`src/rtl/reset_sequencer.sv`:
```
// reset_sequencer
//
// Staged reset-release controller. Holds every downstream reset domain in
// reset after POR, then releases the domains in ascending index order. Each
// release waits a fixed delay and then waits for the current domain to
// acknowledge with ready, up to a timeout. A software or watchdog reset
// request re-asserts the released domains in descending order and restarts
// the hold phase.
//
// Ports
//   clk           sequencer clock
//   reset_n       asynchronous active-low reset (POR output)
//   reset_req     asynchronous active-high reset request, double-flop synchronised
//   domain_ready  per-domain "out of reset and alive" acknowledge, clk-synchronous
//   domain_reset  registered active-high reset, one bit per domain
//   seq_busy      high while any domain is in reset or sequencing is in progress
//   seq_done      high once all domains are released and acknowledged
//   timeout_err   sticky: a domain missed its ready acknowledge window
//   seq_state     current FSM state (debug visibility)
//
// Handshake: domain_ready is a level qualifier, not valid/ready. It is sampled
// only for the domain that was released most recently, on every clock edge
// once the release delay for that domain has expired. A high sample moves the
// sequence on at that same edge; no sample is stored.

module reset_sequencer #(
  parameter int NUM_DOMAINS    = 4,
  parameter int HOLD_COUNT     = 8,
  parameter int DEASSERT_DELAY = 16,
  parameter int ASSERT_DELAY   = 4,
  parameter int READY_TIMEOUT  = 64
) (
  input  logic                   clk,
  input  logic                   reset_n,
  input  logic                   reset_req,
  input  logic [NUM_DOMAINS-1:0] domain_ready,
  output logic [NUM_DOMAINS-1:0] domain_reset,
  output logic                   seq_busy,
  output logic                   seq_done,
  output logic                   timeout_err,
  output logic [2:0]             seq_state
);

  localparam logic [2:0] S_HOLD   = 3'd0;
  localparam logic [2:0] S_DELAY  = 3'd1;
  localparam logic [2:0] S_WAIT   = 3'd2;
  localparam logic [2:0] S_DONE   = 3'd3;
  localparam logic [2:0] S_ASSERT = 3'd4;

  function automatic int max2(input int a, input int b);
    return (a > b) ? a : b;
  endfunction

  // One shared counter, wide enough for the largest of the four intervals.
  localparam int MAX_CNT = max2(max2(HOLD_COUNT, DEASSERT_DELAY),
                                max2(ASSERT_DELAY, READY_TIMEOUT));
  localparam int CW = $clog2(MAX_CNT + 1);
  localparam int IW = (NUM_DOMAINS > 1) ? $clog2(NUM_DOMAINS) : 1;

  // Terminal counts: the counter starts at 0 on the edge that enters a state,
  // so an interval of K cycles ends on the edge where the counter holds K-1.
  localparam logic [CW-1:0] HOLD_LAST = CW'(HOLD_COUNT - 1);
  localparam logic [CW-1:0] DD_LAST   = CW'(DEASSERT_DELAY - 1);
  localparam logic [CW-1:0] AD_LAST   = CW'(ASSERT_DELAY - 1);
  localparam logic [CW-1:0] RT_LAST   = CW'(READY_TIMEOUT - 1);
  localparam logic [IW-1:0] IDX_LAST  = IW'(NUM_DOMAINS - 1);
  localparam logic [IW-1:0] IDX_ONE   = IW'(1);

  logic [2:0]    state;
  logic [CW-1:0] cnt;
  logic [IW-1:0] idx;      // highest released domain (or next to assert)
  logic          req_meta;
  logic          req_sync;
  logic          ready_cur;
  logic          step;     // advance to the next domain (or to DONE) this edge
  logic          timed_out;

  assign seq_state = state;

  // The delay expiry edge already samples ready, so a ready that is high in
  // time costs no extra cycle, and a late one costs exactly its lateness.
  always_comb begin
    ready_cur = domain_ready[idx];
    step      = 1'b0;
    timed_out = 1'b0;
    if (state == S_DELAY) begin
      step = (cnt == DD_LAST) && ready_cur;
    end else if (state == S_WAIT) begin
      step      = ready_cur || (cnt == RT_LAST);
      timed_out = !ready_cur && (cnt == RT_LAST);
    end
  end

  always_ff @(posedge clk or negedge reset_n) begin
    if (!reset_n) begin
      state        <= S_HOLD;
      cnt          <= '0;
      idx          <= '0;
      req_meta     <= 1'b0;
      req_sync     <= 1'b0;
      domain_reset <= '1;
      seq_busy     <= 1'b1;
      seq_done     <= 1'b0;
      timeout_err  <= 1'b0;
    end else begin
      req_meta <= reset_req;
      req_sync <= req_meta;

      case (state)
        S_HOLD: begin
          idx <= '0;
          if (req_sync) begin
            cnt <= '0;
          end else if (cnt == HOLD_LAST) begin
            domain_reset[0] <= 1'b0;
            cnt             <= '0;
            state           <= S_DELAY;
          end else begin
            cnt <= cnt + 1'b1;
          end
        end

        S_DELAY, S_WAIT, S_DONE: begin
          if (req_sync) begin
            // Entry edge asserts the highest released domain. With only
            // domain 0 released that is also the last assertion.
            domain_reset[idx] <= 1'b1;
            cnt               <= '0;
            seq_done          <= 1'b0;
            seq_busy          <= 1'b1;
            if (idx == '0) begin
              state       <= S_HOLD;
              timeout_err <= 1'b0;
            end else begin
              state <= S_ASSERT;
            end
          end else if (step) begin
            cnt <= '0;
            if (timed_out) timeout_err <= 1'b1;
            if (idx == IDX_LAST) begin
              state    <= S_DONE;
              seq_done <= 1'b1;
              seq_busy <= 1'b0;
            end else begin
              domain_reset[idx + 1'b1] <= 1'b0;
              idx                      <= idx + 1'b1;
              state                    <= S_DELAY;
            end
          end else if ((state == S_DELAY) && (cnt == DD_LAST)) begin
            state <= S_WAIT;
            cnt   <= '0;
          end else if (state != S_DONE) begin
            cnt <= cnt + 1'b1;
          end
        end

        S_ASSERT: begin
          // Requests are ignored here; the descending order always completes.
          if (cnt == AD_LAST) begin
            cnt                      <= '0;
            domain_reset[idx - 1'b1] <= 1'b1;
            idx                      <= idx - 1'b1;
            if (idx == IDX_ONE) begin
              state       <= S_HOLD;
              timeout_err <= 1'b0;
            end
          end else begin
            cnt <= cnt + 1'b1;
          end
        end

        default: begin
          state        <= S_HOLD;
          cnt          <= '0;
          idx          <= '0;
          domain_reset <= '1;
          seq_busy     <= 1'b1;
          seq_done     <= 1'b0;
        end
      endcase
    end
  end

endmodule

```
`config.mk`:
```
export PLATFORM = sky130hd
export DESIGN_NAME = reset_sequencer
export DESIGN_NICKNAME = d
export VERILOG_FILES = /design/src/rtl/reset_sequencer.sv
export SDC_FILE = /design/constraint.sdc
export NUM_CORES = 1
export LEC_CHECK = 0
export CAP_MARGIN = 20
export CORE_AREA = 2 2 58 60
export CTS_CLUSTER_DIAMETER = 200
export DETAILED_ROUTE_END_ITERATION = 6
export DIE_AREA = 0 0 60 62
export PLACE_DENSITY = 0.69
export REMOVE_ABC_BUFFERS = 1
export SLEW_MARGIN = 5
export SYNTH_ARGS = -nofsm -noshare
export SYNTH_HDL_FRONTEND = slang
export SYNTH_SLANG_ARGS = --single-unit
export TNS_END_PERCENT = 50
```
`constraint.sdc`:
```
create_clock -name clk -period 3.9 [get_ports clk]
set_input_delay 0.585 -clock clk [delete_from_list [all_inputs] [get_ports clk]]
set_output_delay 0.585 -clock clk [all_outputs]
set_load 0.005 [all_outputs]
```
# After elaboration in Yosys (flattened, before gate mapping)
# Cells that the tools add are included.
# Widths: inputs -> output; s select.
op_classes:
  n_addsub: 3
  order_cmp: 6
  n_eq_ne: 25
  mux: 58
  n_bitwise: 6
  reduce_logical: 19
op_table:
  columns: ["op", "count"]
  rows:
  - ["$mux 7", 7]
  - ["$mux 3", 8]
  - ["$mux 1", 22]
  - ["$pmux 7 s3", 1]
  - ["$pmux 3 s3", 2]
  - ["$mux 4", 4]
  - ["$ne 3x3->1 const B", 5]
  - ["$ne 2x2->1 const B", 7]
  - ["$mux 2", 5]
  - ["$reduce_and 5->1", 2]
  - ["$lt 2x3->1 const B", 3]
  - ["$or 4x4->4", 2]
  - ["$reduce_and 4->1", 2]
  - ["$add 7x1->7 const B", 1]
  - ["$eq 7x2->1 const B", 1]
  - ["$eq 7x3->1 const B", 1]
  - ["$eq 7x4->1 const B", 1]
  - ["$eq 7x6->1 const B", 1]
  - ["$demux 1 s2", 3]
  - ["$eq 3x2->1 const B", 2]
  - ["$ge 2x1->1 const B", 3]
  - ["$logic_and 1x1->1", 6]
  - ["$pmux 1 s2", 3]
  - ["$reduce_and 6->1", 1]
  - ["23 further kinds", 24]
totals:
  register_bits: 21
  in_bits: 7
  out_inout_bits: 10
  wordCells: 127

# Logic depth before layout (Yosys ltp)
depth:
  depth_word: 11
  depth_mapped: 8
  ltp_nobuf: 7

# Worst setup path after synthesis
# Ideal clock, no wire load.
synth_path:
  kind: "register to register"
  from: "register cnt[0]"
  to: "register cnt[3]"
  setup_time_ns: 0.124
  t_arrival_ns: 2.083
  required_time_ns: 3.776
  path_slack_ns: 1.693
  path_stages_with_launch: 8
  path_buffers: 0
  synth_period_minus_slack_ns: 2.207
  cell_sequence: "dfrtp_1 > ha_1 > or4b_4 > or3_4 > a22oi_4 > o21ai_2 > and3_1 > a211o_1"
synth_between:
  elab_chain_cells: 7
  elab_cells_between_ends: 19
  cone_classes: "add/sub (1); eq/ne (5); mux (10); reduce/logical (3)"
synth_lines:
  columns: ["element", "line", "rtl"]
  rows:
  - ["start, declared", "70", "logic [CW-1:0] cnt;"]
  - ["start signal, assigned", "119", "cnt <= cnt + 1'b1;"]
  - ["start signal, assigned", "153", "cnt <= cnt + 1'b1;"]
  - ["start signal, assigned", "168", "cnt <= cnt + 1'b1;"]
  - ["parallel branches: the longest is 7 deep, another holds $add 7x1->7", null, null]
# Several ways; the timed one is not identified. The select of a mux whose other input is x is not followed.
# A chain may end at the register's enable or synchronous reset.

# Final worst setup path
layout_path:
  from: "register cnt[0]"
  to: "register idx[1]"
layout_between:
  elab_chain_cells: 6
  elab_cells_between_ends: 10
  cone_classes: "eq/ne (5); mux (2); reduce/logical (3)"
layout_lines:
  columns: ["element", "line", "rtl"]
  rows:
  - ["$eq 7x6->1", "89", "step = ready_cur || (cnt == RT_LAST);"]
  - ["$logic_or 1x1->1", "89", null]
  - ["$mux 1", "88", "end else if (state == S_WAIT) begin"]
  - ["$mux 1", "86", "if (state == S_DELAY) begin"]
  - ["$ne 2x2->1 (no line)", null, null]
  - ["$reduce_and 4->1 (no line) *", null, null]
  - ["end signal, assigned", "146", "idx <= idx + 1'b1;"]
  - ["end signal, assigned", "162", "idx <= idx - 1'b1;"]
  - ["end, declared", "71", "logic [IW-1:0] idx;"]
# Mark *: on every way between the ends. The rest lies on a longest branch, timed or not.

==> impl_metrics.py <==
metrics = {
    "global_route": {
        "grt_max_degree": 22,
        "grt_util_all_layers_pct": 18.7,
        "grt_pass1_vias": 1094,
        "overflow": 0,
        "antenna_found_initial": 0,
        "grt_pass1_wl_um": 5180,
    },
    "route": {
        "num_vias": 1236,
        "wirelength_um": 3150,
        "wl_per_cell_um": 14.6,
        "viasPerCell": 5.72,
        "drt_iter0_drc": 88,
        "drc": 0,
        "drt_first_pass_iters": 5,
        "ant_nets": 0,
    },
    "worst_setup_path": {
        "cp_data_required_time_ps": 4110,
        "cp-start-kind": "flop",
        "critPathMaxFanout": 7,
        "rrSetupSlack_ps": 1490,
        "crit_path_end_kind": "flop",
        "crit_arrival_ps": 2620,
        "crit_type": "reg -> reg",
    },
    "clock_network": {
        "htreeDepth": 1,
        "cts_buffer_depth": 2,
        "root_buffer": "clkbuf_4",
        "clkTransAtPathRegs_ps": 130,
        "cts_buffers": 3,
        "hold_buffers": 0,
        "cts_tree": "yes",
        "clock_latency_ps": 310,
        "cts_sinks": 21,
        "post_cts_buffers": 0,
        "cts_resized": 0,
    },
    "yosys": {
        "async_flop_share_pct": 100,
        "synth_ff_type": "dfrtp_1",
        "synth-seq-cells": 21,
        "yosysMostFrequentCell": "dfrtp_1",
        "synthesis.instances": 158,
        "yosysTopAreaCell": "dfrtp_1",
        "synth-edff-count": 0,
        "yosysWarnings": 0,
        "ys_seq_area_share_pct": 36.6,
        "yosys-top-cells-area": "dfrtp_1, dfstp_2, ha_1, nand2_1, o21ai_0",
        "syn_area_mm2": 0.00145,
        "yosys-top-cells-count": "dfrtp_1, nand2_1, nor2_1, o21ai_0",
        "netlist.area_leader.share_pct": 27.6,
        "syn_area_per_cell_um2": 9.19,
        "synthDistinctLibCells": 55,
    },
    "sta": {
        "fin_skew_ps": 4.83,
        "maxSlewViolCount": 0,
        "finalCriticalPeriod_ps": 2410,
        "setup_tns_ps": 0,
        "timing_hold_violations_final": 0,
        "finalWorstSetupSlack_ps": 1490,
        "period_share_pct": 61.8,
        "fin_hold_ws_ps": 363,
        "max_freq_mhz": 415,
        "slew_headroom_pct": 36.7,
        "tightest_slew_ps": 947,
        "setup_violations": 0,
        "rsz0062_at_grt": "false",
    },
    "finish": {
        "fin_util_pct": 51.8,
        "finalNonFillerCells": 216,
        "area_delta_synth_final_pct": 13.4,
        "register_area_um2": 532,
        "antenna_cells": 0,
        "num-fill-cells": 299,
        "nNetsFinal": 183,
        "multiInputGateArea_um2": 825,
        "layout-drive-gt1-share_pct": 16.5,
    },
    "die": {
        "die_x_um": 60,
        "start_util_pct": 45.7,
        "rows": 21,
        "die_h_um": 62,
        "io_pins": 17,
        "fp.dieArea_mm2": 0.00372,
        "core_mm2": 0.00318,
    },
    "placement": {
        "numPortBuffers": 16,
        "dp.cells": 212,
        "pre_cts_slack_ps": 1250,
        "gp_congestion": 0.830,
        "hpwlAfterDp_um": 2350,
    },
    "power": {
        "power.density_mw_per_mm2": 209,
        "p_leak_nw": 0.694,
        "vdd_drop_max_mv": 0.123,
    },
    "min_path": {
        "hold_class": "reg -> reg",
    },
    "flow_run": {
        "drv_cap": 0,
    },
    "outcome": {
        "outcome": "finished clean",
    },
}
==> cell usage in the layout, fill, tap and decap left out, drive strengths merged, types with 4 or more instances in the layout <==
master / synthesis / final
a21oi: 9 / 9
a31oi: 4 / 4
and3: 4 / 4
clkdlybuf4s50: 0 / 16
dfrtp: 16 / 16
dfstp: 5 / 5
ha: 5 / 5
inv: 9 / 9
nand2: 15 / 15
nand3: 9 / 9
nor2: 13 / 13
nor2b: 4 / 4
o21ai: 13 / 13
==> logic make-up (layout without fill, tap and decap cells) <==
kind of cell,Yosys count,count (layout),share of synthesized area [%]
buffers and inverters,18,30,6.55
flip-flops,21,21,36.6
multiplexers,2,2,2.33
AO/OA/AOI/OAI,50,50,26.5
adder cells (fa/ha/maj),5,5,4.31
AND/OR/NAND/NOR,62,62,23.7
==> routing by layer <==
layer / up-vias / GRT usage, % / routed length, um
li1: 615 / - / -
met1: 592 / 24.7 / 1450
met2: 24 / 31.5 / 1570
met3: 5 / 2.48 / 77
met4: 0 / 6.98 / 47
met5: - / 0 / 0
==> worst paths after layout <==
kind                          start       end  cells past startpoint
hold / removal             req_meta  req_sync                      0
setup reg to reg             cnt[0]    idx[1]                      7
setup / recovery             cnt[0]    idx[1]                      7
min in group asynchronous   reset_n  req_sync                      1
max in group asynchronous   reset_n    cnt[4]                      1
hold reg to reg            req_meta  req_sync                      0
==> layout make-up <==
class                           count  share of cell area, %
Tap cell                           46                   3.50
Clock buffer                        3                   1.37
Clock inverter                      1                  0.456
Multi-Input combinational cell    119                   50.1
Timing Repair Buffer               17                   10.2
Inverter                            9                   2.05
Sequential cell                    21                   32.3
==> sequential cells by signal (all words and copies together), names as in the netlist <==
name          flops
cnt               7
domain_reset      4
seq_state         3
idx               2
req_meta          1
req_sync          1
seq_busy          1
seq_done          1
timeout_err       1
==> per-stage QoR <==
| step | instance area [um^2] | total power, mW |
|---|---|---|
| final | 1650 | 0.345 |
| after floorplan | 1390 | 0.227 |
| after global placement | 1620 | 0.238 |
| after detailed placement | 1620 | 0.238 |
| after global routing | 1650 | 0.361 |
| after CTS | 1650 | 0.350 |
==> report_power, final <==
group / leakage (nW) / internal, mW / switching [mW] / total (mW)
clock: 0.0139 / 0.0392 / 0.0713 / 0.110
sequential: 0.235 / 0.219 / 0.00147 / 0.220
combinational: 0.445 / 0.00692 / 0.00676 / 0.0137
==> worst max-delay path, cell delays in order (launching register included) <==
cell and delay [ps]:
dfrtp_1 410, ha_1 260, or4b_4 520, nor4_2 260
o2bb2ai_2 220, nand3b_2 140, a21o_1 210, a211o_1 290
Note: power is estimated with default switching activity, not from simulation.
